--- src/rtl/sccb_slave_rx.sv ---
// SCCB write receiver: oversamples SCL/SDA, decodes start/stop, shifts in
// ID/address/data and emits a one-cycle strobe for every complete, ID-matched write.
`timescale 1ns/1ps
module sccb_slave_rx #(
  parameter logic [6:0] c_id      = 7'h21,
  parameter bit         c_ack_en  = 1'b0,
  parameter int         c_nb_sync = 2
) (
  input  logic       clk,
  input  logic       rst,
  input  logic       sclk_in,
  input  logic       sdat_in,
  output logic       sdat_oe,
  output logic       wr_valid,
  output logic [7:0] wr_addr,
  output logic [7:0] wr_data,
  output logic       busy,
  output logic       err
);

  typedef enum logic [2:0] {
    IDLE_ST,
    RX_BYTE_ST,
    DNTC_ST,
    WAIT_STOP_ST,
    IGNORE_ST
  } state_t;

  logic [c_nb_sync-1:0] scl_sync_q, sda_sync_q;
  logic                 scl_prev_q, sda_prev_q;
  logic                 scl_s, sda_s;
  logic                 scl_rise, scl_fall, start_det, stop_det;

  state_t      state_q, state_d;
  logic [2:0]  cnt_8bits_q, cnt_8bits_d;
  logic [1:0]  cnt_phases_q, cnt_phases_d;
  logic [6:0]  shift_q, shift_d;
  logic        match_q, match_d;
  logic        rise_seen_q, rise_seen_d;
  logic        sdat_oe_q, sdat_oe_d;
  logic [7:0]  addr_hold_q, addr_hold_d;
  logic [7:0]  data_hold_q, data_hold_d;
  logic [7:0]  wr_addr_q, wr_addr_d;
  logic [7:0]  wr_data_q, wr_data_d;
  logic        wr_valid_q, wr_valid_d;
  logic        err_q, err_d;
  logic [7:0]  byte_nxt;

  assign scl_s     = scl_sync_q[c_nb_sync-1];
  assign sda_s     = sda_sync_q[c_nb_sync-1];
  assign scl_rise  =  scl_s & ~scl_prev_q;
  assign scl_fall  = ~scl_s &  scl_prev_q;
  assign start_det =  scl_s & ~sda_s &  sda_prev_q;
  assign stop_det  =  scl_s &  sda_s & ~sda_prev_q;

  // Only 7 bits are stored; the 8th bit joins combinationally on the final sample.
  assign byte_nxt = {shift_q, sda_s};

  always_comb begin
    // NOTE: every variable gets a default first so no path can infer a latch.
    state_d      = state_q;
    cnt_8bits_d  = cnt_8bits_q;
    cnt_phases_d = cnt_phases_q;
    shift_d      = shift_q;
    match_d      = match_q;
    rise_seen_d  = rise_seen_q;
    sdat_oe_d    = sdat_oe_q;
    addr_hold_d  = addr_hold_q;
    data_hold_d  = data_hold_q;
    wr_addr_d    = wr_addr_q;
    wr_data_d    = wr_data_q;
    wr_valid_d   = 1'b0;
    err_d        = 1'b0;

    if (start_det) begin
      state_d      = RX_BYTE_ST;
      cnt_8bits_d  = 3'd7;
      cnt_phases_d = 2'd0;
      shift_d      = '0;
      match_d      = 1'b0;
      rise_seen_d  = 1'b0;
      sdat_oe_d    = 1'b0;
    end else if (stop_det) begin
      state_d     = IDLE_ST;
      sdat_oe_d   = 1'b0;
      rise_seen_d = 1'b0;
      case (state_q)
        RX_BYTE_ST, DNTC_ST: err_d = 1'b1;
        WAIT_STOP_ST: begin
          wr_valid_d = 1'b1;
          wr_addr_d  = addr_hold_q;
          wr_data_d  = data_hold_q;
        end
        default: ;
      endcase
    end else begin
      case (state_q)
        RX_BYTE_ST: begin
          if (scl_rise) begin
            shift_d     = byte_nxt[6:0];
            cnt_8bits_d = cnt_8bits_q - 3'd1;
            if (cnt_8bits_q == 3'd0) begin
              state_d     = DNTC_ST;
              rise_seen_d = 1'b0;
              case (cnt_phases_q)
                2'd0:    match_d     = (byte_nxt[7:1] == c_id) && !byte_nxt[0];
                2'd1:    addr_hold_d = byte_nxt;
                default: data_hold_d = byte_nxt;
              endcase
            end
          end
        end
        DNTC_ST: begin
          if (scl_rise) rise_seen_d = 1'b1;
          if (scl_fall) begin
            if (!rise_seen_q) begin
              sdat_oe_d = c_ack_en && match_q;
            end else begin
              sdat_oe_d   = 1'b0;
              rise_seen_d = 1'b0;
              cnt_8bits_d = 3'd7;
              if (!match_q)                 state_d = IGNORE_ST;
              else if (cnt_phases_q == 2'd2) state_d = WAIT_STOP_ST;
              else begin
                state_d      = RX_BYTE_ST;
                cnt_phases_d = cnt_phases_q + 2'd1;
              end
            end
          end
        end
        WAIT_STOP_ST: begin
          // The first SCL rise here is the stop setup; a second one means more data.
          if (scl_rise) begin
            if (rise_seen_q) begin
              err_d       = 1'b1;
              state_d     = IGNORE_ST;
              rise_seen_d = 1'b0;
            end else begin
              rise_seen_d = 1'b1;
            end
          end
        end
        default: ;
      endcase
    end
  end

  always_ff @(posedge clk or negedge rst) begin
    if (!rst) begin
      scl_sync_q   <= '1;
      sda_sync_q   <= '1;
      scl_prev_q   <= 1'b1;
      sda_prev_q   <= 1'b1;
      state_q      <= IDLE_ST;
      cnt_8bits_q  <= 3'd7;
      cnt_phases_q <= 2'd0;
      shift_q      <= '0;
      match_q      <= 1'b0;
      rise_seen_q  <= 1'b0;
      sdat_oe_q    <= 1'b0;
      addr_hold_q  <= '0;
      data_hold_q  <= '0;
      wr_addr_q    <= '0;
      wr_data_q    <= '0;
      wr_valid_q   <= 1'b0;
      err_q        <= 1'b0;
    end else begin
      // NOTE: non-blocking assignments so every register samples pre-edge values.
      scl_sync_q   <= {scl_sync_q[c_nb_sync-2:0], sclk_in};
      sda_sync_q   <= {sda_sync_q[c_nb_sync-2:0], sdat_in};
      scl_prev_q   <= scl_s;
      sda_prev_q   <= sda_s;
      state_q      <= state_d;
      cnt_8bits_q  <= cnt_8bits_d;
      cnt_phases_q <= cnt_phases_d;
      shift_q      <= shift_d;
      match_q      <= match_d;
      rise_seen_q  <= rise_seen_d;
      sdat_oe_q    <= sdat_oe_d;
      addr_hold_q  <= addr_hold_d;
      data_hold_q  <= data_hold_d;
      wr_addr_q    <= wr_addr_d;
      wr_data_q    <= wr_data_d;
      wr_valid_q   <= wr_valid_d;
      err_q        <= err_d;
    end
  end

  assign sdat_oe  = sdat_oe_q;
  assign wr_valid = wr_valid_q;
  assign wr_addr  = wr_addr_q;
  assign wr_data  = wr_data_q;
  assign err      = err_q;
  assign busy     = (state_q != IDLE_ST);

endmodule

--- config.mk ---
export PLATFORM = sky130hd
export DESIGN_NAME = sccb_slave_rx
export DESIGN_NICKNAME = d
export VERILOG_FILES = /design/src/rtl/sccb_slave_rx.sv
export SDC_FILE = /design/constraint.sdc
export NUM_CORES = 1
export LEC_CHECK = 0
export CAP_MARGIN = 10
export CORE_ASPECT_RATIO = 0.75
export CORE_MARGIN = 1.5
export CORE_UTILIZATION = 50
export DETAILED_ROUTE_END_ITERATION = 8
export PLACE_DENSITY_LB_ADDON = 0.25
export SETUP_SLACK_MARGIN = 0.1
export SLEW_MARGIN = 20
export SYNTH_ARGS = -nofsm -noshare
export SYNTH_HDL_FRONTEND = slang
export SYNTH_SLANG_ARGS = --single-unit
--- constraint.sdc ---
create_clock -name clk -period 2.52 [get_ports clk]
set_input_delay 0.504 -clock clk [delete_from_list [all_inputs] [get_ports clk]]
set_output_delay 0.504 -clock clk [all_outputs]
set_load 0.1 [all_outputs]
; ---- Yosys cells after proc, flatten, opt, wreduce, memory -nomap -nowiden
; Index checks and enable logic that the tools add are counted.
[op_classes]
mul = 0
n_bitwise = 13
n_mux = 57
eq_ne = 17
shift = 0
n_addsub = 2
n_reduce_logical = 29
n_div = 0
n_lt_le_gt_ge = 0
[op_table]
columns = operator, count
row1 = $mux W3, 14
row2 = $mux W1, 28
row3 = $mux W7, 4
row4 = $ne A4 B4 Y1 const B, 6
row5 = $reduce_and A6 Y1, 3
row6 = $mux W2, 8
row7 = $reduce_bool A2 Y1, 8
row8 = $reduce_bool A3 Y1, 4
row9 = $reduce_and A5 Y1, 2
row10 = $ne A3 B3 Y1 const B, 3
row11 = $pmux W3 S3, 1
row12 = $eq A7 B6 Y1 const B, 1
row13 = $not A1 Y1, 7
row14 = $reduce_and A7 Y1, 1
row15 = $and A1 B1 Y1, 6
row16 = $eq A3 B2 Y1 const B, 2
row17 = $pmux W3 S2, 1
row18 = $reduce_and A3 Y1, 2
row19 = $reduce_bool A5 Y1, 1
row20 = $ne A2 B2 Y1 const B, 2
row21 = $reduce_and A4 Y1, 1
row22 = $reduce_or A2 Y1, 2
row23 = $eq A3 B1 Y1 const B, 1
row24 = $logic_not A3 Y1, 1
row25 = other kinds (9), 9
[totals]
latchBits = 0
mem_count = 0
input_bits = 4
out_inout_bits = 20
ramBits = 0
mem_bits_ro = 0
elab_cells = 135
register_bits = 58

; ---- Depth between registers and ports, before layout
[logic_depth]
word_depth = 8
mapped_depth = 6
mapped_depth_nobuf = 6

; ---- Worst setup path before layout
; Ideal clock, no wire load.
[synth_path]
kind = register to output
from = register state_q[0]
to = output busy
n_path_buf = 1
path_stages_with_launch = 3
t_required_ns = 2.016
setup_slack_ns = 0.690
arrival_time_ns = 1.326
cell_sequence = dfrtp_1 > buf_2 > or3_1
[synth_between]
elab_chain_cells = 1
[synth_rtl]
columns = element, line
row1 = start: declaration, 34  ; state_t state_q, state_d;
row2 = start signal: assignment, 173  ; state_q <= state_d;
row3 = $reduce_bool A3 Y1, 194  ; assign busy = (state_q != IDLE_ST);
row4 = end: declaration, 17  ; output logic busy,
; Every way passes these cells.

; ---- Worst setup path in the final report
[layout_path]
from = register sda_sync_q[1]
to = register addr_hold_q[4]
[layout_between]
elab_chain_cells = 5
elab_cells_between_ends = 8
classes_between = 7 x bitwise / 1 x reduce/logical
[layout_rtl]
columns = element, line
row1 = start: declaration, 29  ; logic [c_nb_sync-1:0] scl_sync_q, sda_sync_q;
row2 = start signal: assignment, 170  ; sda_sync_q <= {sda_sync_q[c_nb_sync-2:0], sdat_in};
row3 = $not A1 Y1, 53  ; assign start_det = scl_s & ~sda_s & sda_prev_q;
row4 = $and A1 B1 Y1 (2 in series), 53
row5 = $not A1 Y1 (no line), --
row6 = $reduce_and A6 Y1 (no line) (*), --
row7 = end signal: assignment, 180  ; addr_hold_q <= addr_hold_d;
row8 = end: declaration, 41  ; logic [7:0] addr_hold_q, addr_hold_d;
; Every way passes the cells marked *; elsewhere a longest branch is shown, timed or not.
; A chain may end at the register's enable or synchronous reset.

==> results.json <==
{
  "start_util": 0.520,
  "critical_path.slowest_cell": "dfstp_2",
  "synth_common_cells": "48 x dfrtp_1, 18 x mux2_1, 9 x dfstp_2",
  "synth_area_per_cell_um2": 13.5,
  "syn_area_mm2": 0.00253,
  "cts.sinks": 57,
  "netSwitchingFraction": 0.286,
  "wl_per_cell_um": 17.0,
  "power_frac_comb": 0.178,
  "grt_pass1_wl_um": 8230,
  "ctsResizeCount": 0,
  "ant_nets": 0,
  "ys_ff_latch": 57,
  "holdBufCountCts": 0,
  "hold_violations": 0,
  "cts_buffer_depth": 2,
  "dieArea_mm2": 0.00551,
  "routed_wl_um": 4750,
  "hp-class": "in -> async",
  "reg2reg_slack_ns": 0.45,
  "core_region_area_mm2": 0.00487,
  "gr-total-overflow": 0,
  "path_class": "reg -> reg",
  "antenna_found_initial": 0,
  "seqPwrFrac": 0.442,
  "cts_tree": "yes",
  "synth-async-reset-ratio": 1.00,
  "syn_inst": 187,
  "rsz0062_at_grt": "no",
  "power_per_cell_area_mw_per_mm2": 839,
  "die_x_um": 85.2,
  "period_needed_ns": 2.07,
  "via_count": 1576,
  "violations": "DRC",
  "cp_data_arrival_time_ns": 2.28,
  "final_nets": 223,
  "pin_count": 24,
  "grt_start_max_net_pins": 30,
  "gp_congestion": 0.915,
  "synth-warning-count": 0,
  "syn_to_final_growth_pct": 17.3,
  "tightest_slew_ns": 0.643,
  "finalSetupViolations": 0,
  "synth_edf_count": 0,
  "drv_cap": 0,
  "ys_seq_area_frac": 0.567,
  "synth.most_common_cell": "dfrtp_1",
  "fp-row-count": 22,
  "clock_power_share": 0.380,
  "cp_max_fo": 11,
  "fin_crit_sh": 0.820,
  "antennaDiodeCount": 0,
  "clkTransAtPathRegs_ns": 0.06,
  "postCtsSetupBuffers": 0,
  "cts-root-buf": "clkbuf_8",
  "grt_use_total": 0.201,
  "endpoint_kind": "flop",
  "critPathLaunchType": "flop",
  "intPower_mw": 1.78,
  "synth_top_area_cell": "dfrtp_1",
  "final_core_util": 0.610,
  "die_y_um": 64.7,
  "tns_ns": 0,
  "peakVddDrop_mv": 0.403,
  "port_buffers": 22,
  "synthFlopType": "dfrtp_1",
  "cpPeakStageDelay_ns": 0.61,
  "status": "complete, but fails checks",
  "via_per_inst": 5.65,
  "crit_required_ns": 2.73,
  "dp_hpwl_um": 3430,
  "grt_pass1_vias": 1645,
  "slew_headroom": 0.571,
  "crit_chain": "nand3b_1 > and4_4 > and3_1 > mux2_1",
  "insertion_delay_ns": 0.33,
  "netlist_top_cells_area": "dfrtp_1 47%, dfstp_2 9.3%, mux2_1 8.0%, mux2_4 4.7%, mux2_2 3.1%",
  "whs_ns": 0.196,
  "total_leakage_power_nw": 1.47,
  "power_switching_mw": 0.713,
  "clock_skew_ns": 0.00640,
  "synth_cell_types": 52,
  "clock.fmax_ghz": 0.484,
  "cts_buffers": 9,
  "drt_pass1_iterations": 6,
  "synth_top_area_frac": 0.474,
  "drcViolationCount": 2,
  "cts-htree-levels": 3,
  "drive_gt1_frac": 0.329,
  "syn_nets": 196,
  "final_max_slew_viol_count": 0,
  "dr.first_iter.drc_count": 108
}
## worst paths after layout
kind                                         startpoint                          to  depth (start not counted)
worst min-delay path                                rst      state_q[1]$_DFFE_PN0P_                          1
worst min register to register  sda_sync_q[0]$_DFF_PN1_     sda_sync_q[1]$_DFF_PN1_                          0
worst max register to register  sda_sync_q[1]$_DFF_PN1_  addr_hold_q[4]$_DFFE_PN0P_                          4
min in group clk                sda_sync_q[0]$_DFF_PN1_     sda_sync_q[1]$_DFF_PN1_                          0
worst max-delay path            sda_sync_q[1]$_DFF_PN1_  addr_hold_q[4]$_DFFE_PN0P_                          4
max in group asynchronous                           rst        sda_prev_q$_DFF_PN1_                          2
## flip-flops by register name, indices dropped and copies added (netlist names)
name,count
cnt_phases_q,2
sda_prev_q,1
scl_prev_q,1
cnt_8bits_q,3
shift_q,7
err,1
wr_data,8
sda_sync_q,2
addr_hold_q,8
wr_addr,8
rise_seen_q,1
state_q,3
match_q,1
wr_valid,1
scl_sync_q,2
data_hold_q,8
## through the flow
stage / power [mW] / std cells / area, um^2 / setup WS, ns
after floorplan: 1.44 / 187 / 2530 / 0.690
after global placement: 1.54 / 263 / 2750 / 0.507
after detailed placement: 1.55 / 263 / 2750 / 0.450
after CTS: 2.52 / 279 / 2970 / 0.447
after global routing: 2.62 / 279 / 2970 / 0.309
final: 2.49 / 279 / 2970 / 0.454
## power groups by stage
stage	Clock (mW)	Combinational [mW]	Sequential [mW]
floorplan	0	0.364	1.08
global placement	0	0.430	1.12
detailed placement	0	0.439	1.11
CTS	0.974	0.443	1.10
global route	1.02	0.489	1.11
finish	0.948	0.443	1.10
## cell usage in the layout, fill, tap and decap left out, types with 3 or more instances in the layout
| cell | instances |
|---|---|
| nand3b_1 | 5 |
| o21ai_0 | 5 |
| nor2_1 | 8 |
| nor3_1 | 3 |
| clkbuf_1 | 3 |
| and3_1 | 3 |
| inv_1 | 6 |
| clkbuf_8 | 11 |
| nand2b_1 | 3 |
| dfstp_2 | 9 |
| dfrtp_1 | 48 |
| mux2_4 | 8 |
| mux2_1 | 18 |
| nand3_1 | 3 |
| a22o_2 | 6 |
| ha_1 | 5 |
| a21oi_1 | 3 |
| buf_4 | 21 |
| mux2_2 | 7 |
## critical path, delay by kind of cell, from the launching register on
family	cells	cell delay (ns)
AND/OR/NAND/NOR	3	0.96
flip-flops	1	0.61
multiplexers	1	0.38
## routing by layer
| metal | wire length, um | share of wire | GRT usage | up-vias |
|---|---|---|---|---|
| met5 | 0 | 0 | 0 | - |
| met4 | 14 | 0.0029 | 0.0553 | 0 |
| met3 | 347 | 0.073 | 0.0828 | 2 |
| met2 | 2150 | 0.45 | 0.294 | 48 |
| met1 | 2240 | 0.47 | 0.277 | 792 |
| li1 | - | - | - | 734 |
## cells by family after synthesis
logic type / count (synthesis) / synth area share
multiplexers: 34 / 0.162
flip-flops: 57 / 0.567
adder cells (fa/ha/maj): 5 / 0.0247
AND/OR/NAND/NOR: 43 / 0.113
buffers and inverters: 15 / 0.0336
XOR/XNOR: 2 / 0.00691
AO/OA/AOI/OAI: 30 / 0.0904
other: 1 / 0.00148
## final cells by class
class | count | area, um^2
Sequential cell | 57 | 1440
Inverter | 6 | 22.5
Clock inverter | 2 | 60.1
Multi-Input combinational cell | 115 | 1010
Clock buffer | 14 | 163
Fill cell | 396 | 1900
Timing Repair Buffer | 25 | 203
Tap cell | 60 | 75.1
Note: power is estimated with default switching activity, not from simulation.
